### config.mk
export PLATFORM = sky130hd
export DESIGN_NAME = vtl_mem_arbiter
export DESIGN_NICKNAME = d
export VERILOG_FILES = /design/src/rtl/vtl_mem_arbiter.sv
export SDC_FILE = /design/constraint.sdc
export NUM_CORES = 1
export LEC_CHECK = 0
export CORE_ASPECT_RATIO = 0.8
export CORE_MARGIN = 4
export CORE_UTILIZATION = 51
export DETAILED_ROUTE_END_ITERATION = 6
export GPL_TIMING_DRIVEN = 0
export PLACE_DENSITY = 0.86
export SLEW_MARGIN = 20
export SYNTH_ARGS = -nofsm -noshare
export SYNTH_HDL_FRONTEND = slang
export SYNTH_SLANG_ARGS = --single-unit
export TNS_END_PERCENT = 30
### constraint.sdc
create_clock -name F14M -period 8.2 [get_ports F14M]
set_clock_uncertainty 0.2 [all_clocks]
set_input_delay 2.05 -clock F14M [delete_from_list [all_inputs] [get_ports F14M]]
set_output_delay 2.05 -clock F14M [all_outputs]
set_load 0.005 [all_outputs]
### src/rtl/vtl_mem_arbiter.sv
`default_nettype none
// ============================================================================
// Module   : vtl_mem_arbiter
// Purpose  : Shares the SDRAM byte port between VTL video fetch (fixed
//            priority) and the Z80 CPU, with 16K bank translation.
// Revision : 1.0
// ============================================================================
module vtl_mem_arbiter #(
  parameter int          ACC_CYC    = 3,
  parameter logic [24:0] VIDEO_BASE = 25'h1C000
) (
  input  logic        F14M,
  input  logic        RESET,
  input  logic        vid_req,
  input  logic [13:0] vid_addr,
  output logic [7:0]  vid_data,
  output logic        vid_valid,
  output logic        vid_ovf,
  input  logic        MREQ_n,
  input  logic        RD_n,
  input  logic        WR_n,
  input  logic [15:0] A,
  input  logic [7:0]  DO,
  output logic [7:0]  DI,
  output logic        WAIT_n,
  input  logic        bank_wr,
  input  logic [1:0]  bank_sel,
  input  logic [3:0]  bank_val,
  output logic [24:0] sdram_addr,
  output logic [7:0]  sdram_din,
  input  logic [7:0]  sdram_dout,
  output logic        sdram_wr,
  output logic        sdram_cs
);

  localparam int                  c_cnt_w    = $clog2(ACC_CYC);
  localparam logic [c_cnt_w-1:0]  c_cnt_last = c_cnt_w'(ACC_CYC - 1);

  typedef enum logic [1:0] {
    ST_IDLE = 2'd0,
    ST_VID  = 2'd1,
    ST_CPU  = 2'd2
  } state_t;

  state_t             r_state;
  logic [c_cnt_w-1:0] r_cnt;
  logic [3:0]         r_bank [4];
  logic               r_vid_pend;
  logic [13:0]        r_vid_addr;
  logic               r_cpu_pend;
  logic               r_cpu_done;
  logic               r_cpu_rd;

  logic        w_cpu_req;
  logic [3:0]  w_cpu_page;
  logic [24:0] w_cpu_addr;
  logic        w_cpu_wr;
  logic [24:0] w_vid_phys;
  logic        w_last;
  logic        w_done_vid;
  logic        w_done_cpu;
  logic        w_grant_vid;
  logic        w_grant_cpu;

  assign w_cpu_req  = !MREQ_n && (!RD_n || !WR_n);
  assign w_cpu_page = r_bank[A[15:14]];
  assign w_cpu_addr = {7'd0, w_cpu_page, A[13:0]};
  // Pages 0-3 are ROM: the access still runs, but never writes.
  assign w_cpu_wr   = !WR_n && (w_cpu_page[3:2] != 2'b00);
  assign w_vid_phys = VIDEO_BASE | {11'd0, r_vid_addr};
  assign w_last     = (r_cnt == c_cnt_last);
  assign w_done_vid = (r_state == ST_VID) && w_last;
  assign w_done_cpu = (r_state == ST_CPU) && w_last;
  assign WAIT_n     = !(r_cpu_pend && !r_cpu_done);

  // Grants happen from IDLE or chained off the last cycle of an access.
  always_comb begin
    w_grant_vid = 1'b0;
    w_grant_cpu = 1'b0;
    case (r_state)
      ST_IDLE: begin
        w_grant_vid = r_vid_pend;
        w_grant_cpu = !r_vid_pend && r_cpu_pend;
      end
      ST_VID:  w_grant_cpu = w_last && r_cpu_pend;
      ST_CPU:  w_grant_vid = w_last && r_vid_pend;
      default: ;
    endcase
  end

  always_ff @(posedge F14M or posedge RESET) begin
    if (RESET) begin
      r_state    <= ST_IDLE;
      r_cnt      <= '0;
      r_bank[0]  <= 4'd0;
      r_bank[1]  <= 4'd1;
      r_bank[2]  <= 4'd2;
      r_bank[3]  <= 4'd3;
      r_vid_pend <= 1'b0;
      r_vid_addr <= 14'd0;
      r_cpu_pend <= 1'b0;
      r_cpu_done <= 1'b0;
      r_cpu_rd   <= 1'b0;
      vid_data   <= 8'd0;
      vid_valid  <= 1'b0;
      vid_ovf    <= 1'b0;
      DI         <= 8'd0;
      sdram_addr <= 25'd0;
      sdram_din  <= 8'd0;
      sdram_wr   <= 1'b0;
      sdram_cs   <= 1'b0;
    end else begin
      vid_valid <= 1'b0;

      if (bank_wr)
        r_bank[bank_sel] <= bank_val;

      if (vid_req) begin
        if (r_vid_pend) begin
          vid_ovf <= 1'b1;
        end else begin
          r_vid_pend <= 1'b1;
          r_vid_addr <= vid_addr;
        end
      end

      if (w_cpu_req && !r_cpu_done)
        r_cpu_pend <= 1'b1;
      if (MREQ_n)
        r_cpu_done <= 1'b0;

      if (r_state != ST_IDLE)
        r_cnt <= r_cnt + 1'b1;

      if (w_last && (r_state != ST_IDLE)) begin
        r_state  <= ST_IDLE;
        r_cnt    <= '0;
        sdram_cs <= 1'b0;
        sdram_wr <= 1'b0;
      end

      if (w_done_vid) begin
        vid_data   <= sdram_dout;
        vid_valid  <= 1'b1;
        r_vid_pend <= 1'b0;
      end

      if (w_done_cpu) begin
        if (r_cpu_rd)
          DI <= sdram_dout;
        r_cpu_pend <= 1'b0;
        r_cpu_done <= 1'b1;
      end

      if (w_grant_vid) begin
        r_state    <= ST_VID;
        r_cnt      <= '0;
        sdram_addr <= w_vid_phys;
        sdram_wr   <= 1'b0;
        sdram_cs   <= 1'b1;
      end else if (w_grant_cpu) begin
        r_state    <= ST_CPU;
        r_cnt      <= '0;
        sdram_addr <= w_cpu_addr;
        sdram_din  <= DO;
        sdram_wr   <= w_cpu_wr;
        r_cpu_rd   <= WR_n;
        sdram_cs   <= 1'b1;
      end
    end
  end

endmodule
`default_nettype wire

==> key figures <==
Run status
  – Status: finished, final reports clean

Routing
  – Routed WL: 9.09 mm
  – First-pass detailed-route iteration total: 4
  – Antenna-violating nets left: 0
  – Routed length per instance: 18.2 um
  – Vias per cell: 5.64
  – Initial DRC Count: 146
  – Via count: 2813
  – DRC: 0

Critical path
  – CP Class: reg -> out
  – Critical Path RT: 5.95 ns
  – Crit Path Max Fanout: 4
  – Worst-path cell chain: nand2_1 > clkdlybuf4s50_1
  – CP endpoint kind: output port
  – Worst Reg-to-Reg Cells: 5
  – R2r endpoint: sdram_din[7]
  – Crit Reg-Reg Startpoint: r_state[1]
  – Type of origin of the critical path: register
  – Bufs and invs on worst path: 1
  – Worst R2R Setup Slack: 6.16 ns
  – Crit-path max cell delay: 0.50 ns
  – Slowest CP cell: clkdlybuf4s50_1
  – CP Data Arrival Time: 1.38 ns
  – Top Family by Delay on Critical Path: buffers and inverters

Synthesis
  – Area contributors post-synth: dfrtp_1 53%, mux2_2 16%, o2111ai_1 3.5%
  – Post-Syn Area per Cell: 13.3 um^2
  – Cell count after synthesis: 284
  – Commonest cells in the netlist: 80 x dfrtp_1, 53 x mux2_2, 22 x inv_1
  – Yosys top cell area share: 53.0%
  – Synthesized area: 0.00378 mm^2
  – Count leader, synth: dfrtp_1
  – Ys flop type: dfrtp_1
  – Number of synthesized flops with an enable pin: 0
  – Synth Register Bits: 84
  – Count of cell types in the netlist: 43
  – Ys async rst share: 100%
  – Sequential area share after synthesis: 55.8%
  – Dominant cell type by area after synthesis: dfrtp_1
  – Count of warnings emitted by yosys: 0

Place
  – Detailed Place HPWL: 6.71 mm
  – # port buffers: 105
  – Placed cell count: 483
  – Final RePlAce weighted congestion: 0.839

Final layout
  – Final #Nets: 466
  – Area Growth Syn to Fin: 37.7%
  – Post-Layout Cell Count: 499
  – # diodes: 0
  – Layout cells sized above 1: 25.7%

Worst hold path
  – Worst hold path type: reg -> reg
  – Hold Path End: vid_ovf
  – Worst min-delay path startpoint: vid_ovf
  – Hold path cells: 1

Timing
  – Max-slew violation count: 0
  – Fmax: 275 MHz
  – Setup_tns: 0 ns
  – RSZ-0062 raised after global routing: no
  – Final-report setup violation count: 0
  – Fin. Hold Viols: 0
  – Slew @ Worst Pin: 0.816 ns
  – Min Hold Slack: 0.258 ns
  – Final Critical Period: 3.63 ns
  – Final period utilization: 44.3%
  – Max-slew headroom at the worst pin: 45.5%

Floorplanning
  – Initial Util: 53.8%
  – Core area: 0.00703 mm^2
  – Die X: 104 um
  – DIE HEIGHT: 85.0 um
  – # IOs: 113
  – Die area: 0.00886 mm^2
  – FP Rows: 27

Power and ir drop
  – Int Pwr: 1.20 mW
  – Clk network pwr share: 18.2%
  – VDD IR max: 0.164 mV
  – Register share of total power: 38.7%
  – Gate power share: 43.1%
  – Sw Share: 32.1%
  – Switch Pwr: 0.567 mW
  – Power Density: 339 mW/mm^2
  – Static Leak: 2.13 nW

Clocking
  – Num CTS Buffers: 9
  – Clk_lat worst skew: 0.36 ns
  – Clock Path Buffers: 2
  – Resize count post-CTS: 0
  – Hold buffers post-CTS: 0
  – Clock Sinks: 84
  – CTS tree: done
  – Post-CTS Setup Inserts: 0
  – Htree depth: 3
  – Register clock-pin slew on the reported worst setup and hold paths: 0.08 ns
  – Clk root buf: clkbuf_8

Global route
  – Total global routing overflow: 0
  – Number of global-route vias before repair: 2959
  – Antenna violations before repair: 0
  – First-pass GRT wire length: 15.2 mm
  – Largest net degree at the start of global routing: 46
  – All-layer global routing usage: 21.7%

Job
  – Maxcap violations: 0
power groups by stage:
stage                     combinational [mW]  sequential [mW]  clock (mW)
after detailed placement               0.762            0.689           0
final                                  0.760            0.683       0.322
after CTS                              0.768            0.683       0.331
after floorplan                        0.405            0.681           0
after global placement                 0.739            0.676           0
after global routing                   0.831            0.702       0.348
how the worst max path moves through the flow:
stage                     endpoint  startpoint  cells past startpoint
CTS                         WAIT_n  r_cpu_pend                      2
detailed placement  sdram_addr[14]       A[14]                      4
floorplan                    DI[0]       RESET                      1
global placement     sdram_addr[2]       RESET                      2
finish                      WAIT_n  r_cpu_pend                      2
global route        sdram_addr[16]       A[14]                      4
state kept, by name, summed over array words and instances, names as in the netlist:
name / flops
DI: 8
r_bank: 16
r_cnt: 2
r_cpu_done: 1
r_cpu_pend: 1
r_cpu_rd: 1
r_state: 2
r_vid_addr: 14
r_vid_pend: 1
sdram_addr: 18
sdram_cs: 1
sdram_din: 8
sdram_wr: 1
vid_data: 8
vid_ovf: 1
vid_valid: 1
through the flow:
| step | util (%) | worst slack, ns | instance area, um^2 | total power, mW |
|---|---|---|---|---|
| 2_1_floorplan | - | 3.79 | 3800 | 1.09 |
| 3_3_place_gp | 70.6 | 2.55 | 4960 | 1.42 |
| 6_report | 74.0 | 4.57 | 5200 | 1.76 |
| 4_1_cts | 74.0 | 4.54 | 5200 | 1.78 |
| 3_5_place_dp | 70.9 | 4.16 | 4980 | 1.45 |
| 5_1_grt | 74.0 | 4.44 | 5200 | 1.88 |
cell usage in the layout, fill, tap and decap left out, types with 2 or more instances in the layout:
master	n
bufinv_16	2
nor2b_1	2
clkdlybuf4s50_1	105
mux2_2	53
o21ai_0	6
buf_4	9
nand3_1	3
dfstp_2	4
clkbuf_1	10
a31oi_1	3
o211ai_1	14
buf_6	2
o2111ai_1	15
o311ai_0	13
clkbuf_8	10
inv_1	21
dfrtp_1	80
nand2_1	3
nand3b_1	2
buf_2	7
conb_1	7
a2111oi_0	3
mux4_2	4
nand2b_1	2
a211oi_1	3
nor2_1	4
mux2_4	2
cell families after synthesis:
logic type             share of synthesized area (%)
muxes                                           19.0
DFF                                             55.8
buffers and inverters                           6.52
and+or+nand+nor                                 4.31
other                                         0.0993
AOI/OAI and AO/OA                               14.3
routing by layer:
metal / track usage, % / vias to the layer above / share of wire [%]
li1: - / 1290 / -
met1: 27.9 / 1402 / 43
met2: 34.8 / 108 / 48
met3: 8.14 / 13 / 7.9
met4: 6.04 / 0 / 1.2
met5: 0 / - / 0
cell type report:
| cell class | instances | area (um^2) |
|---|---|---|
| Clock buffer | 12 | 145 |
| Timing Repair Buffer | 106 | 1070 |
| Clock inverter | 4 | 72.6 |
| Fill cell | 473 | 1830 |
| Sequential cell | 84 | 2110 |
| Inverter | 22 | 85.1 |
| Multi-Input combinational cell | 156 | 1450 |
| Buffer | 28 | 164 |
| Tap cell | 87 | 109 |
(Power assumes the default switching activity.)
